## src/rtl/cmos_ioctl_xfer.sv

```systemverilog
// -----------------------------------------------------------------------------
// cmos_ioctl_xfer
// Moves a nibble-wide CMOS/NVRAM between the game core and the HPS ioctl
// interface. An upload (core->HPS) reads CMOS nibbles and returns them as bytes
// with the high nibble forced to F. A download (HPS->core) writes the low
// nibble of each byte into CMOS. The bridge takes the CMOS port only while a
// session with a matching file index is active. It also flags CPU writes made
// outside a session, so the host knows the NVRAM needs saving.
//
// Ports
//   clk_sys        : sole clock, rising edge
//   reset          : asynchronous, active-high
//   ioctl_upload   : upload session active
//   ioctl_download : download session active
//   ioctl_index    : file index of the current session
//   ioctl_addr     : byte address of the current transfer
//   ioctl_rd       : one-cycle upload read strobe
//   ioctl_wr       : one-cycle download write strobe
//   ioctl_dout     : download data byte
//   ioctl_din      : upload data byte returned to HPS
//   ioctl_wait     : stall request to HPS while a CMOS read is in flight
//   cmos_cpu_we    : game CPU CMOS write strobe (dirty tracking)
//   cmos_sel       : bridge owns the CMOS port
//   cmos_addr      : CMOS address
//   cmos_rd_data   : CMOS read nibble, valid RD_LAT cycles after cmos_addr
//   cmos_wr_data   : CMOS write nibble
//   cmos_we        : one-cycle CMOS write enable
//   dirty          : CMOS modified by the CPU since the last save/load
// -----------------------------------------------------------------------------
module cmos_ioctl_xfer #(
  parameter logic [15:0] INDEX  = 16'd4,
  parameter int unsigned DEPTH  = 1024,
  parameter int unsigned RD_LAT = 1
) (
  input  logic                     clk_sys,
  input  logic                     reset,
  input  logic                     ioctl_upload,
  input  logic                     ioctl_download,
  input  logic [15:0]              ioctl_index,
  input  logic [24:0]              ioctl_addr,
  input  logic                     ioctl_rd,
  input  logic                     ioctl_wr,
  input  logic [7:0]               ioctl_dout,
  output logic [7:0]               ioctl_din,
  output logic                     ioctl_wait,
  input  logic                     cmos_cpu_we,
  output logic                     cmos_sel,
  output logic [$clog2(DEPTH)-1:0] cmos_addr,
  input  logic [3:0]               cmos_rd_data,
  output logic [3:0]               cmos_wr_data,
  output logic                     cmos_we,
  output logic                     dirty
);

  localparam int unsigned AW       = $clog2(DEPTH);
  localparam logic [25:0] W_DEPTH  = 26'(DEPTH);
  localparam logic [1:0]  LAT_LOAD = 2'(RD_LAT - 1);

  typedef enum logic [1:0] {IDLE, RD_REQ, RD_WAIT, RD_DONE} state_t;

  state_t          r_state;
  logic [1:0]      r_cnt;
  logic [7:0]      r_din;
  logic            r_wait;
  logic            r_sel;
  logic            r_sel_d;
  logic [AW-1:0]   r_addr;
  logic [3:0]      r_wr_data;
  logic            r_we;
  logic            r_dirty;

  logic w_match;
  logic w_in_range;
  logic w_both;
  logic w_sel_next;
  logic w_rd_ok;
  logic w_wr_ok;
  logic w_sel_fall;
  logic w_dirty_set;
  logic w_unused_hi;

  assign w_match     = (ioctl_index == INDEX);
  assign w_in_range  = ({1'b0, ioctl_addr} < W_DEPTH);
  assign w_both      = ioctl_upload & ioctl_download;
  assign w_sel_next  = (ioctl_upload ^ ioctl_download) & w_match;
  assign w_rd_ok     = ioctl_rd & r_sel & ~w_both & (r_state == IDLE);
  // A write also requires the port to stay owned after this edge, so a
  // session ending on the strobe cycle cannot leave cmos_we high with
  // cmos_sel already low.
  assign w_wr_ok     = ioctl_wr & r_sel & w_sel_next & w_in_range & (r_state == IDLE);
  assign w_sel_fall  = r_sel_d & ~r_sel;
  assign w_dirty_set = cmos_cpu_we & ~r_sel;
  // The high nibble of download data has no CMOS storage.
  assign w_unused_hi = ^ioctl_dout[7:4];

  always_ff @(posedge clk_sys or posedge reset) begin
    if (reset) begin
      r_state   <= IDLE;
      r_cnt     <= '0;
      r_din     <= '0;
      r_wait    <= 1'b0;
      r_sel     <= 1'b0;
      r_sel_d   <= 1'b0;
      r_addr    <= '0;
      r_wr_data <= '0;
      r_we      <= 1'b0;
      r_dirty   <= 1'b0;
    end else begin
      r_sel   <= w_sel_next;
      r_sel_d <= r_sel;
      r_we    <= 1'b0;

      // Set takes priority over the end-of-session clear.
      if (w_dirty_set) begin
        r_dirty <= 1'b1;
      end else if (w_sel_fall) begin
        r_dirty <= 1'b0;
      end

      // Once started, a read always runs to completion even if the session
      // drops, so ioctl_din is updated before ioctl_wait is released.
      case (r_state)
        IDLE: begin
          if (w_rd_ok) begin
            if (w_in_range) begin
              r_addr  <= ioctl_addr[AW-1:0];
              r_wait  <= 1'b1;
              r_state <= RD_REQ;
            end else begin
              r_din <= 8'hFF;
            end
          end else if (w_wr_ok) begin
            r_addr    <= ioctl_addr[AW-1:0];
            r_wr_data <= ioctl_dout[3:0];
            r_we      <= 1'b1;
          end
        end
        RD_REQ: begin
          r_cnt   <= LAT_LOAD;
          r_state <= RD_WAIT;
        end
        RD_WAIT: begin
          if (r_cnt == 2'd0) begin
            r_state <= RD_DONE;
          end else begin
            r_cnt <= r_cnt - 2'd1;
          end
        end
        RD_DONE: begin
          r_din   <= {4'hF, cmos_rd_data};
          r_wait  <= 1'b0;
          r_state <= IDLE;
        end
        default: r_state <= IDLE;
      endcase
    end
  end

  assign ioctl_din    = r_din;
  assign ioctl_wait   = r_wait;
  assign cmos_sel     = r_sel;
  assign cmos_addr    = r_addr;
  assign cmos_wr_data = r_wr_data;
  assign cmos_we      = r_we;
  assign dirty        = r_dirty;

endmodule

```

## config.mk

```make
export PLATFORM = sky130hd
export DESIGN_NAME = cmos_ioctl_xfer
export DESIGN_NICKNAME = d
export VERILOG_FILES = /design/src/rtl/cmos_ioctl_xfer.sv
export SDC_FILE = /design/constraint.sdc
export NUM_CORES = 1
export LEC_CHECK = 0
export ABC_AREA = 1
export BUFFER_PORTS_ARGS = -buffer_cell sky130_fd_sc_hd__buf_2
export CAP_MARGIN = 20
export CORE_AREA = 3 3 63 65
export DETAILED_ROUTE_END_ITERATION = 10
export DIE_AREA = 0 0 66 68
export PLACE_DENSITY = 0.83
export RECOVER_POWER = 25
export SYNTH_ARGS = -nofsm -noshare
export SYNTH_HDL_FRONTEND = slang
export SYNTH_SLANG_ARGS = --single-unit
```

## constraint.sdc

```tcl
create_clock -name clk_sys -period 1.66 [get_ports clk_sys]
set_input_delay 0.415 -clock clk_sys [delete_from_list [all_inputs] [get_ports clk_sys]]
set_output_delay 0.415 -clock clk_sys [all_outputs]
set_load 0.1 [all_outputs]
```

==> reports/qor.yml <==
sta:
  fin_crit_ns: 1.57
  slew_violations: 0
  rsz0062_at_grt: "false"
  finClkSkew_ns: 0.00429
  finalSetupTns_ns: 0
  fmax_mhz: 636
  finalSetupViolCount: 0
  hold_violations: 0
  holdWs_ns: 0.227
  post-route-period-util_pct: 94.7
  tightest_slew_ns: 0.663
  slew_headroom_pct: 55.8
worst_setup_path:
  critical_path_class: "reg2out"
  path_depth: 1
  crit_chain: "buf_2"
  timing.critical_path.buf_inv: 1
  rr_startpoint: "r_state[0]"
  crit_fanout: 5
  crit_start: "ioctl_din[6]"
  r2r_cells: 9
  critical_path.top_delay_family: "buffers and inverters"
  crit_arrival_ns: 1.16
  crit_slowest_cell: "buf_2"
  cp_data_required_time_ns: 1.24
  critPathLaunchType: "flop"
  max_stage_delay_ns: 0.43
  crit_path_end_kind: "output port"
global_routing:
  grt_max_degree: 29
  grt_pass1_vias: 1318
  grt.total_usage_pct: 15.0
  antenna_found_initial: 0
  grt_pass1_wl_um: 5220
  grt_overflow: 0
detailed_routing:
  drtAntennaViolNets: 0
  drt_iter0_markers: 46
  viasPerCell: 4.46
  drc_errors: 0
  dr_total_vias: 1397
  routed_wl_um: 3110
  firstDrtPassIters: 5
  wl_per_cell_um: 9.94
clock_network:
  cts_hold_buf: 0
  clockBufferDepth: 2
  clkLatencyLatePin_ns: 0.32
  root_buffer: "clkbuf_4"
  cts_tree: "yes"
  htreeDepth: 1
  clk_pin_slew_ns: 0.15
  cts.sinks: 28
  cts_buffers: 3
pwr:
  p_leak_uw: 0.00117
  power_uw: 1280
  p_per_area_nw_per_um2: 649
  max-vdd-ir-drop_mv: 0.316
min_path:
  hold_path.class: "in2async"
logic_synthesis:
  yosysUniqueCellTypes: 22
  ys_ff_latch: 28
  synth_nets: 249
  synth_area_um2: 1450
  syn_area_per_cell_um2: 7.94
  yosysSeqAreaShare_pct: 48.2
  synth_cells: 183
  yosysWarnings: 0
floorplanning:
  placementRows: 21
  core_area_um2: 3390
  fp.dieW_um: 66
  die_h_um: 68
  die-area_um2: 4490
  start_util_pct: 42.9
  ioPinCount: 86
layout:
  stdcell_count: 313
  layout-drive-gt1-share_pct: 40.1
  n_antenna_cell: 0
  final_nets: 334
  syn_to_final_growth_pct: 35.4
  final_common_cell: "buf_2"
  mostFrequentLayoutCells: "buf_2, nand2_1, nor2_1"
place:
  dp_hpwl_um: 2570
  place_inst: 308
  port_buffers: 81
  gp_congestion: 0.781
outcome:
  status: "completed"
job:
  maxCapViolCount: 0
## state kept, by name, summed over array words and instances (netlist names)
signal        count
r_state           2
cmos_we           1
ioctl_din         5
cmos_addr        10
r_sel_d           1
cmos_wr_data      4
ioctl_wait        1
cmos_sel          1
r_cnt             2
dirty             1
## synth_stat cells
| cell | count | share of area [%] |
|---|---|---|
| nand2_1 | 55 | 14 |
| dfrtp_1 | 28 | 48 |
| nor2_1 | 27 | 7.0 |
| inv_1 | 19 | 4.9 |
| nand3_1 | 16 | 5.5 |
| ha_1 | 6 | 5.2 |
| o21ai_1 | 5 | 1.7 |
| buf_4 | 4 | 2.1 |
| inv_2 | 3 | 0.77 |
| nand2_2 | 3 | 1.3 |
| nor2_2 | 3 | 1.3 |
| o21ai_0 | 3 | 1.0 |
| nor2_4 | 2 | 1.5 |
| a21oi_1 | 1 | 0.34 |
| a21oi_2 | 1 | 0.60 |
| and2_0 | 1 | 0.43 |
| buf_6 | 1 | 0.77 |
| nand3_2 | 1 | 0.69 |
| nand4_1 | 1 | 0.43 |
| nor2b_4 | 1 | 0.95 |
| nor3_2 | 1 | 0.69 |
| o22ai_1 | 1 | 0.43 |
## cell type report
| type | count | area, um^2 |
|---|---|---|
| flip-flops and latches | 28 | 703 |
| inverters | 22 | 82.6 |
| well taps | 46 | 57.6 |
| multi-input cells | 128 | 637 |
| clock buffers | 3 | 22.5 |
| repair buffers | 85 | 435 |
| clock inverters | 1 | 30.0 |
| fillers | 299 | 1420 |
## tightest hold or removal path, cell delays in order
cell      delay (ns)
buf_2           0.09
inv_1           0.04
clkbuf_2        0.52
## path summary, 6_finish.rpt
| path | end | slack, ns |
|---|---|---|
| min in group clk_sys | cmos_wr_data[3] | 0.31 |
| max | ioctl_din[6] | 0.09 |
| max reg2reg | cmos_wr_data[1] | 0.15 |
| max in group asynchronous | ioctl_din[6] | 0.96 |
| min | r_state[0] | 0.23 |
| min reg2reg | r_sel_d | 0.47 |
## kinds of logic (layout without fill, tap and decap cells)
family | Yosys count | in the layout | synth area share [%]
buf+inv | 27 | 111 | 8.52
flops | 28 | 28 | 48.2
simple gates | 111 | 111 | 34.0
fa+ha+maj | 6 | 6 | 5.16
compound gates | 11 | 11 | 4.13
## where the power goes
| part | switching, uW | internal (uW) |
|---|---|---|
| registers | 2.18 | 687 |
| logic | 84.9 | 61.5 |
| clock network | 198 | 244 |
## metrics by stage
stage	setup slack [ns]	util (%)	cell area [um^2]
6_report	0.0875	58.1	1970
5_1_grt	0.0178	58.1	1970
4_1_cts	0.0217	57.6	1950
3_5_place_dp	0.0549	56.1	1900
3_3_place_gp	0.0749	56.1	1900
2_1_floorplan	0.168	-	1460
## what timing repair did
action / 4_1_cts / 5_1_grt
resized for setup: 0 / 3
setup buffers: 0 / 1
endpoints found under the setup margin: 0 / 9
## metal layers
| metal | up-vias | GRT usage [%] | routed length [um] |
|---|---|---|---|
| met1 | 603 | 16.6 | 1300 |
| met3 | 2 | 2.79 | 244 |
| met4 | 0 | 6.85 | 27 |
| li1 | 737 | - | - |
| met2 | 55 | 27.8 | 1540 |
| met5 | - | 0 | 0 |
No activity file was read; power rests on OpenSTA's default activity.
